File: src/rtl/fwft_rr_read_scheduler_if.sv
// Bus bundle between the FWFT FIFO bank, the read scheduler and its consumer.
//   ch_enable   per-channel eligibility mask
//   fifo_empty  FWFT empty flag per channel
//   fifo_dout   FWFT head words, channel i at [i*DATA_WIDTH +: DATA_WIDTH]
//   fifo_count  readable words per channel, packed like fifo_dout
//   fifo_rd_en  pop strobe, one-hot or zero
//   m_valid/m_ready/m_data/m_ch/m_last  registered output stream
//   busy        scheduler is mid-burst or holding an output word
// modport master: scheduler view; modport slave: FIFO bank + consumer view.
interface fwft_rr_read_scheduler_if #(
  parameter int unsigned NUM_CH     = 4,
  parameter int unsigned DATA_WIDTH = 64,
  parameter int unsigned CNT_WIDTH  = 11
);
  localparam int unsigned CH_W = $clog2(NUM_CH);

  logic [NUM_CH-1:0]            ch_enable;
  logic [NUM_CH-1:0]            fifo_empty;
  logic [NUM_CH*DATA_WIDTH-1:0] fifo_dout;
  logic [NUM_CH*CNT_WIDTH-1:0]  fifo_count;
  logic [NUM_CH-1:0]            fifo_rd_en;
  logic                         m_valid;
  logic                         m_ready;
  logic [DATA_WIDTH-1:0]        m_data;
  logic [CH_W-1:0]              m_ch;
  logic                         m_last;
  logic                         busy;

  modport master (
    input  ch_enable, fifo_empty, fifo_dout, fifo_count, m_ready,
    output fifo_rd_en, m_valid, m_data, m_ch, m_last, busy
  );

  modport slave (
    output ch_enable, fifo_empty, fifo_dout, fifo_count, m_ready,
    input  fifo_rd_en, m_valid, m_data, m_ch, m_last, busy
  );
endinterface

File: src/rtl/fwft_rr_read_scheduler.sv
// Round-robin read scheduler sharing one registered valid/ready stream among
// NUM_CH FWFT FIFO read sides. A grant is locked for min(count, BURST_LEN)
// words; the final word of each burst carries m_last.
//   rd_clk        sole clock, rising edge
//   global_rst_n  asynchronous active-low reset
//   bus           fwft_rr_read_scheduler_if.master (FIFO side + output stream)
module fwft_rr_read_scheduler #(
  parameter int unsigned NUM_CH     = 4,
  parameter int unsigned DATA_WIDTH = 64,
  parameter int unsigned CNT_WIDTH  = 11,
  parameter int unsigned BURST_LEN  = 16
) (
  input  logic                     rd_clk,
  input  logic                     global_rst_n,
  fwft_rr_read_scheduler_if.master bus
);
  localparam int unsigned CH_W = $clog2(NUM_CH);
  localparam int unsigned BW   = $clog2(BURST_LEN) + 1;
  localparam logic [CNT_WIDTH-1:0] BL_C = CNT_WIDTH'(BURST_LEN);

  typedef enum logic {IDLE, BURST} state_t;

  state_t                state, state_next;
  logic [CH_W-1:0]       last_grant, grant;
  logic [BW-1:0]         beat_cnt, burst_size;
  logic                  m_valid_q, m_last_q;
  logic [DATA_WIDTH-1:0] m_data_q;
  logic [CH_W-1:0]       m_ch_q;

  logic [NUM_CH-1:0]     elig;
  logic                  found;
  logic [CH_W-1:0]       pick, cand;
  logic [CNT_WIDTH-1:0]  pick_cnt;
  logic [BW-1:0]         size_pick;
  logic [DATA_WIDTH-1:0] head;
  logic                  pop, last_beat, load_grant;
  logic [NUM_CH-1:0]     rd_en;

  always_comb begin
    elig = '0;
    for (int unsigned i = 0; i < NUM_CH; i++) begin
      elig[i] = bus.ch_enable[i] && !bus.fifo_empty[i] &&
                (bus.fifo_count[i*CNT_WIDTH +: CNT_WIDTH] != '0);
    end
  end

  // Scan starts one past the previous grant, so the last winner is checked last.
  always_comb begin
    found = 1'b0;
    pick  = '0;
    cand  = '0;
    for (int unsigned k = 1; k <= NUM_CH; k++) begin
      cand = CH_W'((32'(last_grant) + k) % NUM_CH);
      if (!found && elig[cand]) begin
        found = 1'b1;
        pick  = cand;
      end
    end
  end

  always_comb begin
    pick_cnt  = bus.fifo_count[pick*CNT_WIDTH +: CNT_WIDTH];
    size_pick = (pick_cnt < BL_C) ? pick_cnt[BW-1:0] : BL_C[BW-1:0];
  end

  assign head      = bus.fifo_dout[grant*DATA_WIDTH +: DATA_WIDTH];
  assign last_beat = (beat_cnt == burst_size - BW'(1));

  always_ff @(posedge rd_clk or negedge global_rst_n) begin
    if (!global_rst_n) state <= IDLE;
    else               state <= state_next;
  end

  always_comb begin
    state_next = state;
    load_grant = 1'b0;
    pop        = 1'b0;
    rd_en      = '0;
    case (state)
      IDLE: begin
        if (found) begin
          load_grant = 1'b1;
          state_next = BURST;
        end
      end
      BURST: begin
        pop         = !bus.fifo_empty[grant] && (!m_valid_q || bus.m_ready);
        rd_en[grant] = pop;
        if (pop && last_beat) state_next = IDLE;
      end
      default: state_next = IDLE;
    endcase
  end

  always_ff @(posedge rd_clk or negedge global_rst_n) begin
    if (!global_rst_n) begin
      last_grant <= CH_W'(NUM_CH - 1);
      grant      <= '0;
      beat_cnt   <= '0;
      burst_size <= '0;
      m_valid_q  <= 1'b0;
      m_last_q   <= 1'b0;
      m_data_q   <= '0;
      m_ch_q     <= '0;
    end else begin
      if (load_grant) begin
        grant      <= pick;
        burst_size <= size_pick;
        beat_cnt   <= '0;
      end
      // A pop reloads the output register even when the consumer accepts
      // in the same cycle, giving back-to-back words.
      if (pop) begin
        m_data_q  <= head;
        m_ch_q    <= grant;
        m_valid_q <= 1'b1;
        m_last_q  <= last_beat;
        beat_cnt  <= beat_cnt + BW'(1);
        if (last_beat) last_grant <= grant;
      end else if (bus.m_ready) begin
        m_valid_q <= 1'b0;
      end
    end
  end

  assign bus.fifo_rd_en = rd_en;
  assign bus.m_valid    = m_valid_q;
  assign bus.m_data     = m_data_q;
  assign bus.m_ch       = m_ch_q;
  assign bus.m_last     = m_last_q;
  assign bus.busy       = (state == BURST) || m_valid_q;
endmodule

File: src/flat_wrapper.sv
// flat-port wrapper written by rule: the top's interface ports become plain ports
module fwft_rr_read_scheduler_flat 
#(
  parameter int unsigned NUM_CH     = 4,
  parameter int unsigned DATA_WIDTH = 64,
  parameter int unsigned CNT_WIDTH  = 11,
  parameter int unsigned BURST_LEN  = 16
)
  (rd_clk, global_rst_n, bus_ch_enable, bus_fifo_empty, bus_fifo_dout, bus_fifo_count, bus_m_ready, bus_fifo_rd_en, bus_m_valid, bus_m_data, bus_m_ch, bus_m_last, bus_busy);
  fwft_rr_read_scheduler_if #(.NUM_CH(NUM_CH), .DATA_WIDTH(DATA_WIDTH), .CNT_WIDTH(CNT_WIDTH)) bus_i ();
  input  logic rd_clk;
  input  logic global_rst_n;
  input wire logic [$bits(bus_i.ch_enable)-1:0] bus_ch_enable;
  input wire logic [$bits(bus_i.fifo_empty)-1:0] bus_fifo_empty;
  input wire logic [$bits(bus_i.fifo_dout)-1:0] bus_fifo_dout;
  input wire logic [$bits(bus_i.fifo_count)-1:0] bus_fifo_count;
  input wire logic [$bits(bus_i.m_ready)-1:0] bus_m_ready;
  output wire logic [$bits(bus_i.fifo_rd_en)-1:0] bus_fifo_rd_en;
  output wire logic [$bits(bus_i.m_valid)-1:0] bus_m_valid;
  output wire logic [$bits(bus_i.m_data)-1:0] bus_m_data;
  output wire logic [$bits(bus_i.m_ch)-1:0] bus_m_ch;
  output wire logic [$bits(bus_i.m_last)-1:0] bus_m_last;
  output wire logic [$bits(bus_i.busy)-1:0] bus_busy;
  assign bus_i.ch_enable = bus_ch_enable;
  assign bus_i.fifo_empty = bus_fifo_empty;
  assign bus_i.fifo_dout = bus_fifo_dout;
  assign bus_i.fifo_count = bus_fifo_count;
  assign bus_i.m_ready = bus_m_ready;
  assign bus_fifo_rd_en = bus_i.fifo_rd_en;
  assign bus_m_valid = bus_i.m_valid;
  assign bus_m_data = bus_i.m_data;
  assign bus_m_ch = bus_i.m_ch;
  assign bus_m_last = bus_i.m_last;
  assign bus_busy = bus_i.busy;
  fwft_rr_read_scheduler #(.NUM_CH(NUM_CH), .DATA_WIDTH(DATA_WIDTH), .CNT_WIDTH(CNT_WIDTH), .BURST_LEN(BURST_LEN)) u_core (.rd_clk(rd_clk), .global_rst_n(global_rst_n), .bus(bus_i));
endmodule
File: config.mk
export PLATFORM = sky130hd
export DESIGN_NAME = fwft_rr_read_scheduler_flat
export DESIGN_NICKNAME = d
export VERILOG_FILES = /design/src/rtl/fwft_rr_read_scheduler_if.sv /design/src/rtl/fwft_rr_read_scheduler.sv /design/src/flat_wrapper.sv
export SDC_FILE = /design/constraint.sdc
export NUM_CORES = 1
export LEC_CHECK = 0
export BUFFER_PORTS_ARGS = -buffer_cell sky130_fd_sc_hd__clkbuf_2
export CAP_MARGIN = 5
export CORE_AREA = 2 2 151 153
export DETAILED_ROUTE_END_ITERATION = 8
export DIE_AREA = 0 0 153 155
export SETUP_SLACK_MARGIN = 0.2
export SLEW_MARGIN = 10
export SYNTH_ARGS = -nofsm -noshare
export SYNTH_HDL_FRONTEND = slang
export SYNTH_SLANG_ARGS = --single-unit
File: constraint.sdc
create_clock -name rd_clk -period 4.7 [get_ports rd_clk]
set_clock_uncertainty 0.05 [all_clocks]
set_input_delay 0.47 -clock rd_clk [delete_from_list [all_inputs] [get_ports rd_clk]]
set_output_delay 0.47 -clock rd_clk [all_outputs]
set_load 0.005 [all_outputs]
==> impl_metrics.ini <==
[final_layout]
final_cell_area_sq_mm = 0.00789
layout.cells.non_filler = 1171
final_common_cell = clkbuf_2
diodes = 0
regArea_sq_mm = 0.00209
nFillCells = 2306
multi_input_area_sq_mm = 0.00318
area_delta_synth_final_pct = 45.6
nNetsFinal = 1194
final_cell_mix = clkbuf_2 (382), nand2_1 (226), dfrtp_1 (79), mux4_2 (64), nor3b_1 (10)
drive_gt1_share_pct = 55.8

[timing]
setup_viol = 0
fin_crit_ns = 3.51
slew-limit-headroom_pct = 39.3
fmax_mhz = 285
worst-slew-pin-transition_ns = 0.911
finalHoldViolations = 0
tns_ns = 0
slew_viol_final = 0
post-route-period-util_pct = 74.7
rsz0062_at_grt = false

[global_route]
grt_max_degree = 78
grt_pass1_wl_microns = 27900
grt_remaining_overflow = 0
grtUsageTotal_pct = 14.7
grt_pass1_vias = 5605
antenna_found_initial = 0

[placement]
dp_hpwl_microns = 14200
dp_cells = 1155
port-buffer-count = 383
place.gp.congestion = 0.792
placed_area_sq_mm = 0.00760

[pwr]
p_leak_nw = 3.98
vdd_ir_drop_max_mv = 0.118
powerDensity_mw_per_mm2 = 258

[floorplan]
core_sq_mm = 0.0222
io_pins = 384
dieArea_sq_mm = 0.0237
dieHeight_microns = 155
rows = 55
initial_core_util_pct = 24.4
die_w_microns = 153

[worst_setup_path]
cp.required_ns = 4.18
slowest_stage = dfrtp_4
crit_family = simple AND/OR/NAND/NOR gates
worstPathBufferInverterCount = 1
critical_path_arrival_ns = 2.99
critPathMaxStageDelay_ns = 0.81
cp-start-kind = flop
worstSetupPathType = reg -> out
end_kind = output port
critPathMaxFanout = 77
crit_chain = mux2_2, nand2_1, nand3_4, nor3b_1, clkbuf_2

[cts]
cts_max_path_buffers = 2
cts_hold_buf = 0
clk_pin_slew_ns = 0.07
clk_latency_ns = 0.34
cts-resized-gates = 0
clock_sinks = 83
post_cts_buffers = 0
htreeDepth = 3
cts_tree = done
numCtsBuffers = 9
root_buffer = clkbuf_16

[synth]
synth_ff_type = dfrtp_1
synth_seq_cells = 83
synth.avg_cell_area_sq_um = 10.5
synth_top_cell_area_share_pct = 37.4
syn-num-nets = 831
syn_inst = 518
syn_area_sq_mm = 0.00542
async_reset_ff_share_pct = 100
ys_seq_area_share_pct = 38.4
synth.distinct_cells = 53
synth_top_cell_by_area = dfrtp_1
synth_area_leaders = dfrtp_1 (37%), mux4_2 (27%), nand2_1 (16%)
synth-edff-count = 0
ys_warn_count = 0

[job]
drv_cap = 0

[drt]
drcViolationCount = 0
antenna_left = 0
vias = 5376
vias_per_cell = 4.59
wire_per_inst_microns = 15.3
wirelength_microns = 17900
firstDrtPassIters = 4
drtIter0Drc = 253

[min_path]
hold_path_class = in -> async

[run_status]
status = finished clean
cell type report:
type / count / area share, %
clock buffers: 11 / 2.95
clock inverters: 5 / 0.698
inverters: 7 / 0.333
multi-input cells: 392 / 40.2
flip-flops and latches: 83 / 26.5
well taps: 285 / 4.52
repair buffers: 388 / 24.8
metrics by stage:
stage | utilization, % | setup WS, ns | hold WS (ns) | power [W]
after floorplan | - | 2.35 | 0.124 | 0.00108
after global placement | 34.2 | 1.50 | 0.407 | 0.00134
after detailed placement | 34.2 | 1.49 | 0.412 | 0.00136
after CTS | 35.5 | 1.11 | 0.0653 | 0.00208
after global routing | 35.5 | 0.855 | 0.0867 | 0.00217
final | 35.5 | 1.19 | 0.0577 | 0.00204
path summary, 6_finish.rpt:
| check | startpoint | endpoint | slack [ns] | cells past startpoint |
|---|---|---|---|---|
| setup / recovery | u_core.grant[0]$_DFFE_PN0P_ | bus_fifo_rd_en[1] | 1.19 | 5 |
| hold / removal | global_rst_n | u_core.bus.m_data[63]$_DFFE_PN0P_ | 0.06 | 1 |
| setup reg to reg | u_core.grant[0]$_DFFE_PN0P_ | u_core.bus.m_data[9]$_DFFE_PN0P_ | 1.86 | 6 |
| hold reg to reg | u_core.bus.m_data[3]$_DFFE_PN0P_ | u_core.bus.m_data[3]$_DFFE_PN0P_ | 0.42 | 2 |
| max in group asynchronous | global_rst_n | u_core.bus.m_data[6]$_DFFE_PN0P_ | 3.55 | 2 |
| min in group rd_clk | bus_m_ready | u_core.bus.m_valid$_DFFE_PN0P_ | 0.35 | 3 |
state kept, by name, summed over array words and instances, names as in the netlist:
signal and flops:
u_core.beat_cnt 5, u_core.burst_size 5, u_core.bus.m_ch 2, u_core.bus.m_data 64, u_core.bus.m_last 1, u_core.bus.m_valid 1, u_core.grant 2, u_core.last_grant 2
u_core.state 1
per-layer routing:
metal,wire length (microns),vias up,global-route usage (%)
met5,0,-,0
met4,181,0,4.28
met3,1370,11,3.57
met2,9320,247,27.2
met1,7030,2536,16.8
li1,-,2582,-
kinds of logic after synthesis:
logic type | Yosys count | share of synthesized area, %
flops | 83 | 38.4
simple gates | 274 | 21.9
buf+inv | 43 | 3.30
fa+ha+maj | 2 | 0.462
mux | 69 | 27.6
xor+xnor | 8 | 1.29
compound gates | 39 | 7.09
power breakdown:
part | total, W | internal [W] | switching, W
combinational | 0.000472 | 0.000248 | 0.000224
sequential | 0.000865 | 0.000804 | 0.0000604
clock | 0.000701 | 0.000410 | 0.000291
total | 0.00204 | 0.00146 | 0.000575
synth_stat cells (2+ instances only):
cell,count
a211oi_1,4
a21oi_1,2
a221oi_1,4
a31oi_2,2
and3_1,2
buf_1,11
buf_6,2
clkbuf_1,21
dfrtp_1,81
dfstp_2,2
ha_1,2
inv_1,7
mux2_2,4
mux4_2,64
nand2_1,226
nand2b_1,3
nand3_1,6
nand3b_1,2
nor2_1,5
nor3_1,6
nor3b_1,10
nor4_1,4
nor4_2,4
o21ai_0,6
o41ai_1,4
xnor2_1,5
xor2_1,3
worst reg2reg max path, cell delays in order (launching register included):
cell	delay [ns]
dfrtp_4	0.81
mux2_2	0.44
nand2_1	0.12
and3_2	0.68
buf_4	0.48
nand2_1	0.12
nand2_1	0.08
(Power assumes the default switching activity.)
